==> src/rtl/pipeline_drain_pkg.sv <==
// rtl/pipeline_drain_pkg.sv - shared widths, entry type and id-match helper for the drain block
`ifndef ADDRESS_WIDTH
`define ADDRESS_WIDTH 16
`endif
`ifndef ID_WIDTH
`define ID_WIDTH 4
`endif
`ifndef DRAIN_DEPTH
`define DRAIN_DEPTH 8
`endif

package pipeline_drain_pkg;

   localparam int ADDR_W      = `ADDRESS_WIDTH;
   localparam int ID_W        = `ID_WIDTH;
   localparam int DRAIN_DEPTH = `DRAIN_DEPTH;

   typedef logic [ADDR_W-1:0] address_t;
   typedef logic [ID_W-1:0]   id_t;

   // One buffered pipeline result; address and id pass through untouched.
   typedef struct packed {
      address_t address;
      id_t      id;
   } entry_t;

   // True when a flush is active this edge and targets the given id.
   function automatic logic id_match(input logic en, input id_t a, input id_t b);
      return en && (a == b);
   endfunction

endpackage

==> src/rtl/drain_fifo.sv <==
// rtl/drain_fifo.sv - circular buffer with per-entry live bits and id-match purge
module drain_fifo
   import pipeline_drain_pkg::*;
#(
   parameter  int DEPTH = 8,
   localparam int PTR_W = $clog2(DEPTH)
)
(
   input  logic           clk,
   input  logic           reset_n,
   input  logic           push,
   input  entry_t         push_entry,
   input  logic           pop,
   input  logic           purge,
   input  id_t            purge_id,
   output entry_t         head_entry,
   output logic           head_live,
   output logic [PTR_W:0] occupancy
);

   localparam logic [PTR_W-1:0] PTR_ONE = {{(PTR_W-1){1'b0}}, 1'b1};
   localparam logic [PTR_W:0]   OCC_ONE = {{PTR_W{1'b0}}, 1'b1};

   entry_t           mem [DEPTH];
   logic [DEPTH-1:0] live;
   logic [PTR_W-1:0] wr_ptr;
   logic [PTR_W-1:0] rd_ptr;

   // Payload storage needs no reset: the top masks the head while it is not live.
   always_ff @(posedge clk) begin
      if (push) begin
         mem[wr_ptr] <= push_entry;
      end
   end

   // Live bits: purge clears every matching slot; a matching push on the same edge lands dead.
   always_ff @(posedge clk or negedge reset_n) begin
      if (!reset_n) begin
         live <= '0;
      end else begin
         for (int i = 0; i < DEPTH; i++) begin
            if (id_match(purge, mem[i].id, purge_id)) begin
               live[i] <= 1'b0;
            end
         end
         if (push) begin
            live[wr_ptr] <= !id_match(purge, push_entry.id, purge_id);
         end
      end
   end

   // Pointers wrap naturally because DEPTH is a power of two.
   always_ff @(posedge clk or negedge reset_n) begin
      if (!reset_n) begin
         wr_ptr <= '0;
         rd_ptr <= '0;
      end else begin
         if (push) begin
            wr_ptr <= wr_ptr + PTR_ONE;
         end
         if (pop) begin
            rd_ptr <= rd_ptr + PTR_ONE;
         end
      end
   end

   // Occupancy counts purged-but-not-yet-discarded slots too.
   always_ff @(posedge clk or negedge reset_n) begin
      if (!reset_n) begin
         occupancy <= '0;
      end else begin
         case ({push, pop})
            2'b10:   occupancy <= occupancy + OCC_ONE;
            2'b01:   occupancy <= occupancy - OCC_ONE;
            default: occupancy <= occupancy;
         endcase
      end
   end

   // Head is read combinationally from the slot under the read pointer.
   always_comb begin
      head_entry = mem[rd_ptr];
      head_live  = live[rd_ptr];
   end

endmodule

==> src/rtl/pipeline_drain.sv <==
// rtl/pipeline_drain.sv - pipeline tail receiver: buffering, global stall and flush origination
module pipeline_drain
   import pipeline_drain_pkg::*;
#(
   parameter  int DEPTH = DRAIN_DEPTH,
   localparam int PTR_W = $clog2(DEPTH)
)
(
   input  logic              clk,
   input  logic              reset_n,
   input  logic [ADDR_W-1:0] in_address,
   input  logic [ID_W-1:0]   in_id,
   input  logic              in_valid,
   input  logic              ext_stall,
   input  logic              flush_req,
   input  logic [ID_W-1:0]   flush_req_id,
   output logic              stall_out,
   output logic              flush_out,
   output logic [ID_W-1:0]   flush_id_out,
   output logic              rd_valid,
   input  logic              rd_ready,
   output logic [ADDR_W-1:0] rd_address,
   output logic [ID_W-1:0]   rd_id,
   output logic [PTR_W:0]    occupancy
);

   localparam logic [PTR_W:0] OCC_ONE  = {{PTR_W{1'b0}}, 1'b1};
   localparam logic [PTR_W:0] OCC_FULL = (PTR_W+1)'(DEPTH);

   logic           push;
   logic           pop;
   logic           nonempty;
   logic           head_live;
   entry_t         head_entry;
   entry_t         push_entry;
   logic [PTR_W:0] occupancy_next;

   drain_fifo #(.DEPTH(DEPTH)) u_fifo (
      .clk        (clk),
      .reset_n    (reset_n),
      .push       (push),
      .push_entry (push_entry),
      .pop        (pop),
      .purge      (flush_req),
      .purge_id   (flush_req_id),
      .head_entry (head_entry),
      .head_live  (head_live),
      .occupancy  (occupancy)
   );

   // Push/pop decisions; a dead head is discarded silently, one per cycle.
   always_comb begin
      push_entry = '{address: in_address, id: in_id};
      push       = in_valid && !stall_out;
      nonempty   = (occupancy != '0);
      rd_valid   = nonempty && head_live;
      pop        = (rd_valid && rd_ready) || (nonempty && !head_live);
      rd_address = rd_valid ? head_entry.address : '0;
      rd_id      = rd_valid ? head_entry.id      : '0;
   end

   // Occupancy after this edge, used to raise stall before the buffer can overflow.
   always_comb begin
      occupancy_next = occupancy;
      case ({push, pop})
         2'b10:   occupancy_next = occupancy + OCC_ONE;
         2'b01:   occupancy_next = occupancy - OCC_ONE;
         default: occupancy_next = occupancy;
      endcase
   end

   // Global stall register: full next cycle or external hold.
   always_ff @(posedge clk or negedge reset_n) begin
      if (!reset_n) begin
         stall_out <= 1'b0;
      end else begin
         stall_out <= (occupancy_next == OCC_FULL) || ext_stall;
      end
   end

   // Flush broadcast is a one-cycle registered copy of the request.
   always_ff @(posedge clk or negedge reset_n) begin
      if (!reset_n) begin
         flush_out    <= 1'b0;
         flush_id_out <= '0;
      end else begin
         flush_out    <= flush_req;
         flush_id_out <= flush_req_id;
      end
   end

endmodule

==> config.mk <==
export PLATFORM = sky130hd
export DESIGN_NAME = pipeline_drain
export DESIGN_NICKNAME = d
export VERILOG_FILES = /design/src/rtl/pipeline_drain_pkg.sv /design/src/rtl/drain_fifo.sv /design/src/rtl/pipeline_drain.sv
export SDC_FILE = /design/constraint.sdc
export NUM_CORES = 1
export LEC_CHECK = 0
export ABC_AREA = 1
export CAP_MARGIN = 25
export CORE_MARGIN = 2
export CORE_UTILIZATION = 50
export DETAILED_ROUTE_END_ITERATION = 8
export PLACE_DENSITY_LB_ADDON = 0.15
export SLEW_MARGIN = 20
export SYNTH_ARGS = -nofsm -noshare
export SYNTH_HDL_FRONTEND = slang
export SYNTH_SLANG_ARGS = --single-unit
==> constraint.sdc <==
create_clock -name clk -period 5.01 [get_ports clk]
set_input_delay 1.002 -clock clk [delete_from_list [all_inputs] [get_ports clk]]
set_output_delay 1.002 -clock clk [all_outputs]
set_load 0.005 [all_outputs]
# ---- Word-level counts from Yosys, hierarchy flattened
# Memories as Yosys holds them, arrays and structs flattened.
# Index checks and enable logic that the tools add are counted.
dict set report classes {
  n_reduce_logical 20
  eq_ne 12
  add_sub_neg 4
  mux 19
  magnitude_cmp 3
}
# cell count
set ops {}
lappend ops {{$eq 4x4->1} 9}
lappend ops {{$mux 16} 1}
lappend ops {{$logic_and 1x1->1} 14}
lappend ops {{$mux 1} 12}
lappend ops {{$bwmux 8} 1}
lappend ops {{$lt 3x4->1 const B} 2}
lappend ops {{$mux 8} 1}
lappend ops {{$pmux 4 s2} 1}
lappend ops {{$add 3x1->3 const B} 2}
lappend ops {{$add 4x1->4 const B} 1}
lappend ops {{$eq 4x4->1 const B} 1}
lappend ops {{$mux 4} 1}
lappend ops {{$reduce_bool 4->1} 1}
lappend ops {{$sub 4x1->4 const B} 1}
lappend ops {{$bmux 1 s3} 1}
lappend ops {{$demux 1 s3} 1}
lappend ops {{$ge 3x1->1 const B} 1}
lappend ops {{$logic_not 1->1} 3}
lappend ops {{$eq 2x1->1 const B} 1}
lappend ops {{$eq 2x2->1 const B} 1}
lappend ops {{$logic_or 1x1->1} 2}
dict set report word_totals {
  wordCells 66
  ram_bits 160
  regBits 24
  in_bits 30
  n_memories 1
}
# memory depth word_bits rd rd_ports_with_merged_regs wr line_no
set memory_table {}
lappend memory_table {u_fifo.mem 8 20 9 0 1 drain_fifo.sv:24} ;# entry_t mem [DEPTH];

# ---- Logic depth before layout (Yosys ltp)
# Gate-level depths: netlist of the first run.
dict set report logic_depth {
  depth_word 9
  depth_mapped 19
  mapped_depth_nobuf 17
}

# ---- Modules after synthesis
# From an unflattened synthesis of the first run, not the netlist that was laid out.
dict set report hier_totals {
  hier_cells 801
  area_unflattened_um2 8353.0
}
# module instances area_each_um2 seq_area_each_um2 cells_each
set by_module_without_submodules {}
lappend by_module_without_submodules {drain_fifo 1 7743.7 5255.0 700}
lappend by_module_without_submodules {pipeline_drain 1 609.3 150.1 101}

# ---- Least setup slack after synthesis of the first run
# No wires, ideal clock.
dict set report synth_path {
  kind {input to register}
  start {in in_valid}
  end {mem u_fifo.mem[3][0] in the netlist's numbering, enable pin}
  path_stages 4
  setup_slack_ns 2.271
  required_time_ns 4.610
  arrival_time_ns 2.339
  setup_ns 0.400
  cell_sequence {inv_1 nor2_2 nand2_1 nor2_1}
}
dict set report synth_via {
  elab_chain_cells 3
}
# element line_no
set synth_rtl {}
lappend synth_rtl {{start, declared} pipeline_drain.sv:13} ;# input logic in_valid,
lappend synth_rtl {{$logic_and 1x1->1} pipeline_drain.sv:54} ;# push = in_valid && !stall_out;
lappend synth_rtl {{$mux 1} drain_fifo.sv:31} ;# if (push) begin
lappend synth_rtl {{$mux 1 (implied by the code)} drain_fifo.sv:32} ;# mem[wr_ptr] <= push_entry;
lappend synth_rtl {{end, declared} drain_fifo.sv:24}
# Every way passes these cells.

# ---- Final worst setup path of the first run
dict set report layout_path {
  start {reg u_fifo.rd_ptr[0]}
  end {out rd_id[3]}
}
dict set report layout_via {
  elab_chain_cells 4
}
# element line_no
set layout_rtl {}
lappend layout_rtl {{start, declared} drain_fifo.sv:27} ;# logic [PTR_W-1:0] rd_ptr;
lappend layout_rtl {{start signal, assigned} drain_fifo.sv:62} ;# rd_ptr <= rd_ptr + PTR_ONE;
lappend layout_rtl {{$bmux 1 s3} drain_fifo.sv:83} ;# head_live = live[rd_ptr];
lappend layout_rtl {{$mux 1 (implied by the code)} drain_fifo.sv:83}
lappend layout_rtl {{$logic_and 1x1->1} pipeline_drain.sv:56} ;# rd_valid = nonempty && head_live;
lappend layout_rtl {{$mux 4 *} pipeline_drain.sv:59} ;# rd_id = rd_valid ? head_entry.id : '0;
lappend layout_rtl {{end, declared} pipeline_drain.sv:23} ;# output logic [ID_W-1:0] rd_id,
# Mark *: on every way between the ends. The rest lies on a longest branch, timed or not. The select of a mux whose other input is x is not followed.

==> results.cfg, run 1 <==
[routing]
dr.pass1.iters = 5
wl_per_cell_microns = 17.5
routed-via-count = 5590
avgViaCountPerCell = 5.44
dr.first_iter.drc_count = 474
ant_nets = 0
drc = 0
drt_wl_total_microns = 18000

[power]
power.density_mw_per_mm2 = 580
power_mw = 5.52
power_leakage_nw = 3.59
ir_drop_v = 0.000318

[placement]
place_area_sq_mm = 0.00895
dp.cells = 995
gp_congestion = 0.851
place_ws_ns = 1.27
hpwl_microns = 10800
portBuffers = 60

[clock_network]
cts_hold_buf = 0
cts.htree.levels = 4
clockRootBuffer = clkbuf_16
post_cts_resized = 0
path_clk_slew_ns = 0.07
max-clock-path-buffers = 2
cts_tree = built
cts_buffers = 17
clkSinkCount = 184
cts_setup_buffers = 0
clkLatencyLatePin_ns = 0.43

[timing]
setup_viol = 0
rsz0062_at_grt = no
tns_ns = 0
tightestPinTransition_ns = 1.00
fin_ws_ns = 0.807
hold_viol = 0
maxSlewHeadroom_pct = 33.3
post-route-period-util_pct = 83.9
drv_slew = 0
fmax_mhz = 238
hold_slack_ns = 0.506
post-route-min-period_ns = 4.20
finClkSkew_ns = 0.00573

[cells_and_area]
design_area_sq_mm = 0.00952
fillers = 1354
nets = 834
syn_to_final_growth_pct = 16.8
drive_above_1_share_pct = 8.88
final_util_pct = 59.9
diodes = 0
fin_cells = 1027
multi_input_comb_area_sq_mm = 0.00236
seqCellArea_sq_mm = 0.00541

[setup_path]
crit_fanout = 49
critPathLaunchType = register
crit_chain = inv_2 -> nand2_1 -> nand3_1 -> nand3_2 -> nand3_4 -> nor3_1 -> clkdlybuf4s50_1
crit_path_top_delay_cell = dfrtp_2
cp_top_family = simple AND/OR/NAND/NOR gates
path_class = reg -> out
worst-path-buf-inv = 2
worst_setup_path_end_kind = output port
worst_ep_arrival_time_ns = 3.20
cp_slowest_stage_delay_ns = 0.92
required_ns = 4.01

[worst_hold_path]
holdCritPathClass = reg -> reg

[floorplanning]
core.rowCount = 46
die_x_microns = 132
fp.dieH_microns = 132
ios = 61
start_util_pct = 51.3
die-area_sq_mm = 0.0173
fp.coreArea_sq_mm = 0.0159

[synth]
ys_seq_area_share_pct = 66.4
postSynthCellCount = 749
synth-main-ff-cell = edfxtp_1
ys_types = 30
ys_async_sr_fraction_pct = 13.0
yosysWarnings = 0
syn_avg_cell_area_sq_um = 10.9
syn_area_sq_mm = 0.00814
ys_ff_latch = 184
synth_area_leaders = edfxtp_1 59%, nand2_1 8.8%, dfrtp_1 7.4%
synth_top_area_share_pct = 59.0
synth_edf_count = 160
yosysTopAreaCell = edfxtp_1
synth_nets = 785

[global_routing]
antenna_found_initial = 0
track_usage_pct = 21.4
grt_max_degree = 67
grt_first_pass_wirelength_microns = 28500
overflow = 0
grt_pass1_vias = 5488

[flow_run]
maxCapViolations = 0

[outcome]
status = finished clean
==> metal layers <==
layer / global-route usage [%] / vias to the layer above / wire [microns] / share of wire, %
li1: - / 2662 / - / -
met2: 36.2 / 172 / 8940 / 50
met5: 0 / - / 0 / 0
met1: 27.2 / 2734 / 7850 / 44
met3: 5.05 / 22 / 950 / 5.3
met4: 7.07 / 0 / 267 / 1.5
==> registers in the layout (all words and copies together) (netlist names) <==
register          count
u_fifo.rd_ptr         3
u_fifo.wr_ptr         3
stall_out             1
u_fifo.occupancy      4
u_fifo.mem          160
flush_id_out          4
u_fifo.live           8
flush_out             1
==> worst paths after layout <==
path	start	slack, ns	depth (start not counted)	endpoint
worst max-delay path	u_fifo.rd_ptr[0]	0.81	7	rd_id[3]
worst min-delay path	u_fifo.live[4]	0.51	2	u_fifo.live[4]
worst max register to register	u_fifo.rd_ptr[0]	1.85	14	stall_out
worst min register to register	u_fifo.live[4]	0.51	2	u_fifo.live[4]
max in group asynchronous	reset_n	3.55	2	u_fifo.rd_ptr[0]
min in group asynchronous	reset_n	0.95	1	stall_out
==> Yosys cell counts (5+ instances only) <==
library cell,number
dfrtp_1,24
buf_4,5
o22ai_1,6
nand3_1,70
inv_1,44
a21oi_1,58
xnor2_1,10
edfxtp_1,160
buf_2,20
nor3_2,17
nand2_1,190
clkbuf_1,10
nor2_1,63
xor2_1,8
ha_1,5
o21ai_0,31
==> worst register-to-register path, cell delays in order, from the launching register on <==
cell	delay (ns)
dfrtp_2	0.92
inv_2	0.21
nand2_1	0.13
nand3_1	0.08
nand3_2	0.13
nand3_1	0.14
nand2_1	0.16
inv_1	0.06
ha_1	0.25
fa_1	0.40
xnor2_1	0.16
o21ai_0	0.11
nor3_1	0.21
nand2_1	0.08
nand2_1	0.06
==> cell usage in the layout (no fill, tap or decap), types with 3 or more instances in the layout <==
master,count
o22ai_1,6
inv_1,44
nand4_1,3
nor2_1,60
dfrtp_1,23
inv_2,3
ha_1,5
buf_8,3
buf_4,5
nand2_1,190
o211ai_1,3
nor2_4,3
inv_8,4
xor2_1,8
nand3_1,70
a21oi_1,58
edfxtp_1,160
o21ai_0,31
clkdlybuf4s50_1,60
clkbuf_16,17
xnor2_1,10
nor3_2,17
inv_6,4
==> where the power goes <==
group / internal (mW) / switching (mW) / total [mW]
Combinational: 0.897 / 1.33 / 2.22
Clock: 0.657 / 0.610 / 1.27
Sequential: 1.88 / 0.151 / 2.03
Total: 3.43 / 2.09 / 5.52
==> kinds of logic after synthesis <==
| kind of cell | after synthesis | synth area share [%] |
|---|---|---|
| simple gates | 352 | 19.3 |
| flops | 184 | 66.4 |
| compound gates | 102 | 6.51 |
| buf+inv | 87 | 4.92 |
| xor+xnor | 18 | 1.94 |
| fa+ha+maj | 6 | 1.01 |
==> area by class of cell <==
| type | count | share of cell area [%] |
|---|---|---|
| Timing Repair Buffer | 70 | 7.76 |
| Clock inverter | 15 | 1.45 |
| Tap cell | 216 | 2.84 |
| Inverter | 47 | 1.85 |
| Clock buffer | 17 | 4.47 |
| Sequential cell | 184 | 56.8 |
| Multi-Input combinational cell | 478 | 24.8 |
No activity file was read; power rests on OpenSTA's default activity.
==> inputs of run 2 (changes only) <==
- clock period: 5.01 -> 3.6 ns (I/O delays scaled with it)
==> run 2 against run 1 <==
  * Power up 44%
  * Design area is 0.79% higher
  * Via count grew 0.79%
  * Die area unchanged
  * Worst setup slack got worse by 0.61 ns
  * Routed wire length increased by 3.1%
  * Clock power is 50% higher
  * Clock skew up 0.00056 ns
==> results.cfg, run 2 (synthesis gave the netlist of run 1 again) <==
[worst_hold_path]
holdCritPathClass = reg -> reg
hold_start = u_fifo.live[1]

[global_routing]
grt_pass1_vias = 5334
antenna_found_initial = 0
grt_max_degree = 55
grt_first_pass_wirelength_microns = 28900
overflow = 0
grt_use_met1_pct = 29.7
track_usage_pct = 21.7
busiest_layer = met2
met2_usage_pct = 35.5
met3_usage_pct = 4.63

[placement]
portBuffers = 60
gp_congestion = 0.887
place_ws_ns = 0.585
hpwl_microns = 11000

[cells_and_area]
syn_to_final_growth_pct = 17.8
largest-register = u_fifo.mem
fillers = 1303
final_cell_mix = 190 x nand2_1, 160 x edfxtp_1, 70 x nand3_1
multi_input_comb_area_sq_mm = 0.00235
final_common_cell = nand2_1
diodes = 0
drive_above_1_share_pct = 10.1
seqCellArea_sq_mm = 0.00541
largest_register_ffs = 160
nets = 845
top_regs = u_fifo.mem (160), u_fifo.live (8)

[power]
clock_power_share_pct = 24.1
seq_power_share_pct = 35.1
switching_share_pct = 36.1
power.density_mw_per_mm2 = 826
ir_drop_v = 0.000428
comb_power_share_pct = 40.8
power_switching_mw = 2.86
p_int_mw = 5.06
power_leakage_nw = 3.66

[clock_network]
path_clk_slew_ns = 0.06
cts.htree.levels = 4
clkLatencyLatePin_ns = 0.43
clockRootBuffer = clkbuf_16
clkSinkCount = 184
cts_tree = built
cts_buffers = 17
cts_hold_buf = 0
max-clock-path-buffers = 2

[routing]
dr.first_iter.drc_count = 550
wl_per_cell_microns = 17.9
routed-via-count = 5634
ant_nets = 0
dr.pass1.iters = 5
drc = 0
avgViaCountPerCell = 5.43
drt_wl_total_microns = 18600

[timing]
fmax_mhz = 294
tns_ns = 0
finClkSkew_ns = 0.00628
drv_slew = 0
rsz0062_at_grt = no
hold_viol = 0
tightestPinTransition_ns = 0.894
post-route-min-period_ns = 3.41
setup_viol = 0
post-route-period-util_pct = 94.6
maxSlewHeadroom_pct = 40.2
fin_ws_ns = 0.193

[setup_path]
worst_setup_path_end_kind = output port
path_class = reg -> out
critPathLaunchType = register
crit_fanout = 34
worst_ep_arrival_time_ns = 2.69
rr_startpoint = u_fifo.rd_ptr[0]
startpoint = u_fifo.rd_ptr[0]
required_ns = 2.88

[floorplanning]
core.rowCount = 46
fp.dieH_microns = 132
die_x_microns = 132
start_util_pct = 51.3
die-area_sq_mm = 0.0173
ios = 61
fp.coreArea_sq_mm = 0.0159

[flow_run]
maxCapViolations = 0

[outcome]
status = finished clean
[run 2: cell type report]
type / instances / share of cell area [%]
clock buffers: 24 / 5.34
clock inverters: 8 / 1.15
inverters: 47 / 1.84
multi-input cells: 478 / 24.5
flip-flops and latches: 184 / 56.4
well taps: 216 / 2.82
repair buffers: 81 / 8.02
[run 2: what timing repair did]
action,CTS,global route
hold endpoints to repair,0,0
buffers inserted,0,0
endpoints found under the setup margin,0,3
gates resized for setup,0,3
[run 2: worst paths after layout]
kind	end	slack (ns)	cells past startpoint
max	rd_id[3]	0.19	8
min	u_fifo.live[1]	0.50	2
max reg2reg	stall_out	0.91	17
min reg2reg	u_fifo.live[1]	0.50	2
max in group asynchronous	u_fifo.wr_ptr[0]	2.17	2
min in group asynchronous	flush_id_out[2]	0.80	1
[run 2: critical path: stages, from the launching register on]
cell	delay, ns
dfrtp_2	0.40
buf_4	0.32
buf_6	0.30
nor2_1	0.09
a21oi_1	0.16
o21a_1	0.13
nor2_1	0.04
nor3_1	0.25
clkdlybuf4s50_1	0.57
[run 2: stage by stage]
| stage | total power, mW | std cells | util, % | area, sq um | hold WS (ns) |
|---|---|---|---|---|---|
| floorplan | 4.83 | 749 | - | 8140 | 0.424 |
| global placement | 5.96 | 1006 | 56.4 | 8960 | 0.486 |
| detailed placement | 6.03 | 1006 | 56.4 | 8960 | 0.491 |
| CTS | 7.95 | 1038 | 60.3 | 9580 | 0.505 |
| global route | 8.40 | 1038 | 60.4 | 9590 | 0.544 |
| finish | 7.93 | 1038 | 60.4 | 9590 | 0.501 |
[run 2: routing by layer]
layer / up-vias / routed length [microns]
met1: 2754 / 8270
met5: - / 0
met2: 174 / 8990
met3: 22 / 1090
met4: 0 / 212
li1: 2684 / -
[run 2: power by group through the flow]
stage | combinational, mW | sequential (mW) | clock, mW
after floorplan | 2.08 | 2.76 | 0
after global placement | 3.14 | 2.82 | 0
after detailed placement | 3.20 | 2.82 | 0
after CTS | 3.23 | 2.78 | 1.93
after global routing | 3.57 | 2.81 | 2.02
final | 3.23 | 2.78 | 1.91
